### src/rtl/uart_cmd_parser.sv
// Line-oriented register console: pops RX bytes, runs W<aa><dd> / R<aa> commands, replies via TX.
// Optional UART_CMD_ECHO_EN echoes stored chars and prefixes each reply with CRLF.
module uart_cmd_parser #(
  parameter int unsigned MAX_LINE            = 8,
  parameter int unsigned LINE_TIMEOUT_CYCLES = 27000000
) (
  input  logic       clk,
  input  logic       reset,
  input  logic       rx_fifo_empty,
  input  logic [7:0] rx_fifo_data_out,
  output logic       rx_fifo_read_en,
  input  logic       uart_tx_fifo_ready,
  output logic       start_uart_tx,
  output logic [7:0] uart_tx_data,
  output logic [7:0] reg_addr,
  output logic [7:0] reg_wdata,
  output logic       reg_we,
  output logic       reg_re,
  input  logic [7:0] reg_rdata,
  output logic       cmd_busy
);

  localparam logic [2:0] S_FETCH = 3'd0;
  localparam logic [2:0] S_LATCH = 3'd1;
  localparam logic [2:0] S_EXEC  = 3'd2;
  localparam logic [2:0] S_READ  = 3'd3;
  localparam logic [2:0] S_SEND  = 3'd4;
`ifdef UART_CMD_ECHO_EN
  localparam logic [2:0] S_ECHO  = 3'd5;
  localparam int unsigned Pre    = 2;
`else
  localparam int unsigned Pre    = 0;
`endif

  // Only the first five chars can form a valid command; longer lines are counted, not stored.
  localparam int unsigned BufBytes = 5;
  localparam int unsigned LenMax   = (MAX_LINE < BufBytes) ? BufBytes : MAX_LINE;
  localparam int unsigned LenW     = $clog2(LenMax + 1);
  localparam int unsigned RepLen   = Pre + 4;
  localparam bit          ToEn     = (LINE_TIMEOUT_CYCLES != 0);
  localparam logic [24:0] ToLim    = 25'(LINE_TIMEOUT_CYCLES);

  logic [2:0]      state_q;
  logic [7:0]      line_q [BufBytes];
  logic [LenW-1:0] len_q;
  logic            ovf_q;
  logic [24:0]     cnt_q;
  logic [7:0]      reply_q [RepLen];
  logic [2:0]      rlen_q, ridx_q;
  logic            gap_q;
  logic [7:0]      addr_q, wdata_q;
`ifdef UART_CMD_ECHO_EN
  logic [7:0]      echo_q;
`endif

  function automatic logic [4:0] hex_dec(input logic [7:0] c);
    if (c >= 8'h30 && c <= 8'h39) return {1'b1, c[3:0]};
    if ((c >= 8'h41 && c <= 8'h46) || (c >= 8'h61 && c <= 8'h66)) return {1'b1, c[3:0] + 4'd9};
    return 5'd0;
  endfunction

  function automatic logic [7:0] hex_enc(input logic [3:0] n);
    return (n < 4'd10) ? (8'h30 + {4'h0, n}) : (8'h37 + {4'h0, n});
  endfunction

  logic [4:0] h1, h2, h3, h4;
  logic       is_w, is_r, write_ok, read_ok, is_term, timeout_hit, tx_slot;
  logic [7:0] tx_byte;

  always_comb begin
    h1       = hex_dec(line_q[1]);
    h2       = hex_dec(line_q[2]);
    h3       = hex_dec(line_q[3]);
    h4       = hex_dec(line_q[4]);
    is_w     = (line_q[0] == 8'h57) || (line_q[0] == 8'h77);
    is_r     = (line_q[0] == 8'h52) || (line_q[0] == 8'h72);
    write_ok = !ovf_q && (len_q == LenW'(5)) && is_w && h1[4] && h2[4] && h3[4] && h4[4];
    read_ok  = !ovf_q && (len_q == LenW'(3)) && is_r && h1[4] && h2[4];
    is_term  = (rx_fifo_data_out == 8'h0D) || (rx_fifo_data_out == 8'h0A);
    timeout_hit = ToEn && (state_q == S_FETCH) && (len_q != '0) && (cnt_q >= ToLim);

    tx_byte = 8'h00;
    for (int i = 0; i < RepLen; i++) begin
      if (ridx_q == 3'(i)) tx_byte = reply_q[i];
    end
    tx_slot = (state_q == S_SEND);
`ifdef UART_CMD_ECHO_EN
    if (state_q == S_ECHO) tx_byte = echo_q;
    tx_slot = tx_slot || (state_q == S_ECHO);
`endif

    // gap_q covers the cycle in which ready still reflects the pre-enqueue fill level
    start_uart_tx   = !reset && tx_slot && !gap_q && uart_tx_fifo_ready;
    uart_tx_data    = start_uart_tx ? tx_byte : 8'h00;
    rx_fifo_read_en = !reset && (state_q == S_FETCH) && !rx_fifo_empty && !timeout_hit;
    reg_we          = !reset && (state_q == S_EXEC) && write_ok;
    reg_re          = !reset && (state_q == S_EXEC) && read_ok;
    reg_addr        = (reg_we || reg_re) ? {h1[3:0], h2[3:0]} : addr_q;
    reg_wdata       = reg_we ? {h3[3:0], h4[3:0]} : wdata_q;
    cmd_busy        = !reset &&
                      ((state_q == S_EXEC) || (state_q == S_READ) || (state_q == S_SEND));
  end

  always_ff @(posedge clk) begin
    if (reset) begin
      state_q <= S_FETCH;
      len_q   <= '0;
      ovf_q   <= 1'b0;
      cnt_q   <= '0;
      rlen_q  <= '0;
      ridx_q  <= '0;
      gap_q   <= 1'b0;
      addr_q  <= '0;
      wdata_q <= '0;
      for (int i = 0; i < BufBytes; i++) line_q[i] <= '0;
      for (int i = 0; i < RepLen; i++) reply_q[i] <= '0;
`ifdef UART_CMD_ECHO_EN
      echo_q  <= '0;
`endif
    end else begin
      gap_q <= start_uart_tx;
      case (state_q)
        S_FETCH: begin
          if (timeout_hit) begin
            len_q <= '0;
            ovf_q <= 1'b0;
            cnt_q <= '0;
          end else begin
            if (len_q != '0 && cnt_q != '1) cnt_q <= cnt_q + 25'd1;
            if (rx_fifo_read_en) state_q <= S_LATCH;
          end
        end
        S_LATCH: begin
          if (is_term) begin
            // Empty lines (e.g. the LF of a CRLF pair) are dropped silently.
            state_q <= (len_q == '0 && !ovf_q) ? S_FETCH : S_EXEC;
          end else if (len_q < LenW'(MAX_LINE)) begin
            for (int i = 0; i < BufBytes; i++) begin
              if (len_q == LenW'(i)) line_q[i] <= rx_fifo_data_out;
            end
            len_q   <= len_q + LenW'(1);
            cnt_q   <= '0;
`ifdef UART_CMD_ECHO_EN
            echo_q  <= rx_fifo_data_out;
            state_q <= S_ECHO;
`else
            state_q <= S_FETCH;
`endif
          end else begin
            ovf_q   <= 1'b1;
            state_q <= S_FETCH;
          end
        end
        S_EXEC: begin
          ridx_q <= '0;
`ifdef UART_CMD_ECHO_EN
          reply_q[0] <= 8'h0D;
          reply_q[1] <= 8'h0A;
`endif
          reply_q[Pre+1] <= 8'h0D;
          reply_q[Pre+2] <= 8'h0A;
          if (write_ok) begin
            addr_q         <= reg_addr;
            wdata_q        <= reg_wdata;
            reply_q[Pre]   <= 8'h4B;
            rlen_q         <= 3'(Pre + 3);
            state_q        <= S_SEND;
          end else if (read_ok) begin
            addr_q         <= reg_addr;
            rlen_q         <= 3'(Pre + 4);
            state_q        <= S_READ;
          end else begin
            reply_q[Pre]   <= 8'h45;
            rlen_q         <= 3'(Pre + 3);
            state_q        <= S_SEND;
          end
        end
        S_READ: begin
          reply_q[Pre]   <= hex_enc(reg_rdata[7:4]);
          reply_q[Pre+1] <= hex_enc(reg_rdata[3:0]);
          reply_q[Pre+2] <= 8'h0D;
          reply_q[Pre+3] <= 8'h0A;
          state_q        <= S_SEND;
        end
        S_SEND: begin
          if (start_uart_tx) begin
            if (ridx_q == rlen_q - 3'd1) begin
              len_q   <= '0;
              ovf_q   <= 1'b0;
              cnt_q   <= '0;
              state_q <= S_FETCH;
            end else begin
              ridx_q  <= ridx_q + 3'd1;
            end
          end
        end
`ifdef UART_CMD_ECHO_EN
        S_ECHO: begin
          if (start_uart_tx) state_q <= S_FETCH;
        end
`endif
        default: state_q <= S_FETCH;
      endcase
    end
  end

endmodule

### config.mk
export PLATFORM = sky130hd
export DESIGN_NAME = uart_cmd_parser
export DESIGN_NICKNAME = d
export VERILOG_FILES = /design/src/rtl/uart_cmd_parser.sv
export SDC_FILE = /design/constraint.sdc
export NUM_CORES = 1
export LEC_CHECK = 0
export ABC_AREA = 1
export CORE_UTILIZATION = 49
export CTS_CLUSTER_SIZE = 16
export DETAILED_ROUTE_END_ITERATION = 8
export GPL_TIMING_DRIVEN = 0
export PLACE_DENSITY = 0.8
export SYNTH_ARGS = -nofsm -noshare
export SYNTH_HDL_FRONTEND = slang
export SYNTH_SLANG_ARGS = --single-unit
export TNS_END_PERCENT = 5
### constraint.sdc
create_clock -name clk -period 2.39 [get_ports clk]
set_input_delay 0.478 -clock clk [delete_from_list [all_inputs] [get_ports clk]]
set_output_delay 0.478 -clock clk [all_outputs]
set_load 0.01 [all_outputs]
==> results.md <==
- Failing checks: negative setup slack
- Top_reg_cell synth: dfxtp_1
- Post-synthesis to final-layout area growth: 25.0%
- Residual DRC: 0
- DRT antenna net count: 0
- Largest net degree at the start of global routing: 20
- Clock Latency Late Sink: 0.38 ns
- Initial cell density of the core: 0.500
- Via density: 5.38
- Cells after DPL: 1156
- Setup violators final: 30
- Cell Area, Placed: 7280 um2
- Routed len/inst: 15.1 um
- GPL Wtd Cong: 0.920
- Total die area: 13900 um2
- Peak Freq: 0.335 GHz
- Worst slew margin: 0.524
- Post-synth top cells: nand2_1 (229), nor2_1 (150), inv_1 (130)
- Layout Cells excl Fill: 1215
- Worst Setup End Kind: output port
- CTS Sinks: 112
- RSZ-0062 raised after global routing: true
- DIE WIDTH: 118 um
- Core Footprint: 13200 um2
- IO Pins: 49
- Synthesis-stage register bit count: 112
- First-pass GRT wire length: 28100 um
- Detailed-route via count: 6541
- Post-synth EDFFs: 46
- Initial antenna violation count: 0
- Antenna diode count: 0
- Tot Pwr: 4310 uW
- Die Ht: 118 um
- Number of CTS-inserted buffers: 9
- Tcrit/Tclk final: 1.25
- Leakage: 0.00374 uW
- Share of cells above drive strength 1: 0.200
- Hold_buf cts: 0
- Routed WL: 18400 um
- Setup crit start kind: flip-flop
- Final min period: 2.99 ns
- Max Clock Skew: 0.0165 ns
- Fin. Hold Viols: 0
- # rows: 42
- Max Buffers Root-to-Sink: 2
- Clock-pin slew on the worst setup and hold paths: 0.09 ns
- CTS tree: done
- Setup ws final: -0.598 ns
- CP Data Arrival Time: 2.51 ns
- IO buf count: 47
- Sequential share of the synthesized area: 0.410
- All-layer global routing usage: 0.254
- Worst hold slack: 0.453 ns
- Final-report max-slew violation count: 0
- Overflow after GRT: 0
- Setup total negative slack: -13.61 ns
- Clock root buffer: clkbuf_16
- Max VDD drop: 0.000350 V
- Least-Margin Pin Slew: 0.714 ns
- Crit-path max FO: 7
- Synth unique cells: 40
- Final net count: 1079
- Share of Yosys cell area claimed by the top area cell type: 0.210
- Most frequent cell after synthesis: nand2_1
- PD cells: 523 nW/um2
- Max-Cap Viols: 0
- Vias in the first global route: 5955
- Post-synth ARST share: 0
- Initial DRC Count: 774
- Largest area contributor in the netlist: edfxtp_1
- Critical path class: reg2out
- WP data required: 1.91 ns
- Post-Syn Area: 6590 um2
- H-tree depth: 3
- Avg Synthesized Cell Area: 7.06 um2
- Post-DP HPWL: 11500 um
- TritonRoute pass-1 iters: 6
- Area contributors post-synth: edfxtp_1 (21%), dfxtp_1 (20%), nand2_1 (13%)
- Worst min-delay path class: reg2reg
- Final Cell Area: 8240 um2
- Status: complete, but fails checks
- Ys Warns: 0
- Cells after Synth: 933
- Syn Nets: 978
==> logic make-up (layout without fill, tap and decap cells) <==
logic type	count (synthesis)	count (layout)	share of synthesized area
AND/OR/NAND/NOR	523	523	0.344
buffers and inverters	156	262	0.0951
flip-flops	112	112	0.410
AO/OA/AOI/OAI	100	100	0.0813
adder cells (fa/ha/maj)	25	25	0.0475
XOR/XNOR	16	16	0.0213
other	1	1	0.000569
==> layout by cell type, fill, tap and decap left out, types with 18 or more instances in the layout <==
cell             count
buf_4               34
ha_1                20
nor2_1             142
inv_1              118
edfxtp_1            46
nand2_1            207
o21ai_0             26
nand4_1             28
a21oi_1             41
dfxtp_1             52
clkdlybuf4s50_1     18
buf_2               22
nand3_1             65
==> layout make-up <==
| type | count | area [um2] |
|---|---|---|
| Inverter | 136 | 518 |
| Timing Repair Buffer | 90 | 737 |
| Fill cell | 1108 | 4950 |
| Multi-Input combinational cell | 665 | 3620 |
| Tap cell | 176 | 220 |
| Clock buffer | 9 | 225 |
| Clock inverter | 7 | 55.1 |
| Buffer | 20 | 140 |
| Sequential cell | 112 | 2720 |
==> power breakdown <==
group,total (uW),internal [uW],switching (uW)
Clock,1480,719,762
Sequential,2200,2100,101
Combinational,634,239,395
==> worst max-delay path: stages, from the launching register on <==
cell and delay [ns]:
edfxtp_1 0.46, inv_2 0.16, ha_4 0.18, nand2_2 0.07, nand3_2 0.11, nand2_4 0.08, a21oi_4 0.21, and2_4 0.19
nand3_4 0.14, buf_8 0.18, o21ai_4 0.14, inv_1 0.06, buf_2 0.14
==> timing repair <==
action                                  4_1_cts  5_1_grt
gates resized for setup                     190       48
endpoints found under the setup margin       67       83
pin swaps                                    23       20
cloned                                        1        0
setup buffers                                36        7
==> through the flow <==
step,worst slack (ns),utilization
floorplan,0.111,-
global placement,-1.09,0.552
detailed placement,-1.09,0.552
CTS,-0.390,0.613
global route,-0.681,0.625
finish,-0.598,0.625
==> state kept, by name (all words and copies together) (netlist names) <==
register / cells
gap_q: 1
wdata_q: 8
rlen_q: 2
ovf_q: 1
reply_q: 18
len_q: 4
addr_q: 8
state_q: 3
cnt_q: 25
line_q: 39
ridx_q: 3
==> path summary, 6_finish.rpt <==
path | startpoint | endpoint | slack, ns | cells after the start
setup / recovery | line_q[0][17] | reg_wdata[1] | -0.60 | 12
setup reg to reg | line_q[0][17] | reply_q[0][0] | -0.48 | 20
hold reg to reg | reply_q[0][3] | reply_q[0][3] | 0.45 | 2
hold / removal | reply_q[0][3] | reply_q[0][3] | 0.45 | 2
==> routing by layer <==
| layer | wire [um] | share of wire | up-vias | global-route usage |
|---|---|---|---|---|
| li1 | - | - | 3204 | - |
| met1 | 8110 | 0.44 | 2989 | 0.328 |
| met2 | 8470 | 0.46 | 287 | 0.408 |
| met3 | 1170 | 0.064 | 61 | 0.0470 |
| met4 | 651 | 0.035 | 0 | 0.124 |
| met5 | 0 | 0 | - | 0 |
Note: power is estimated with default switching activity, not from simulation.
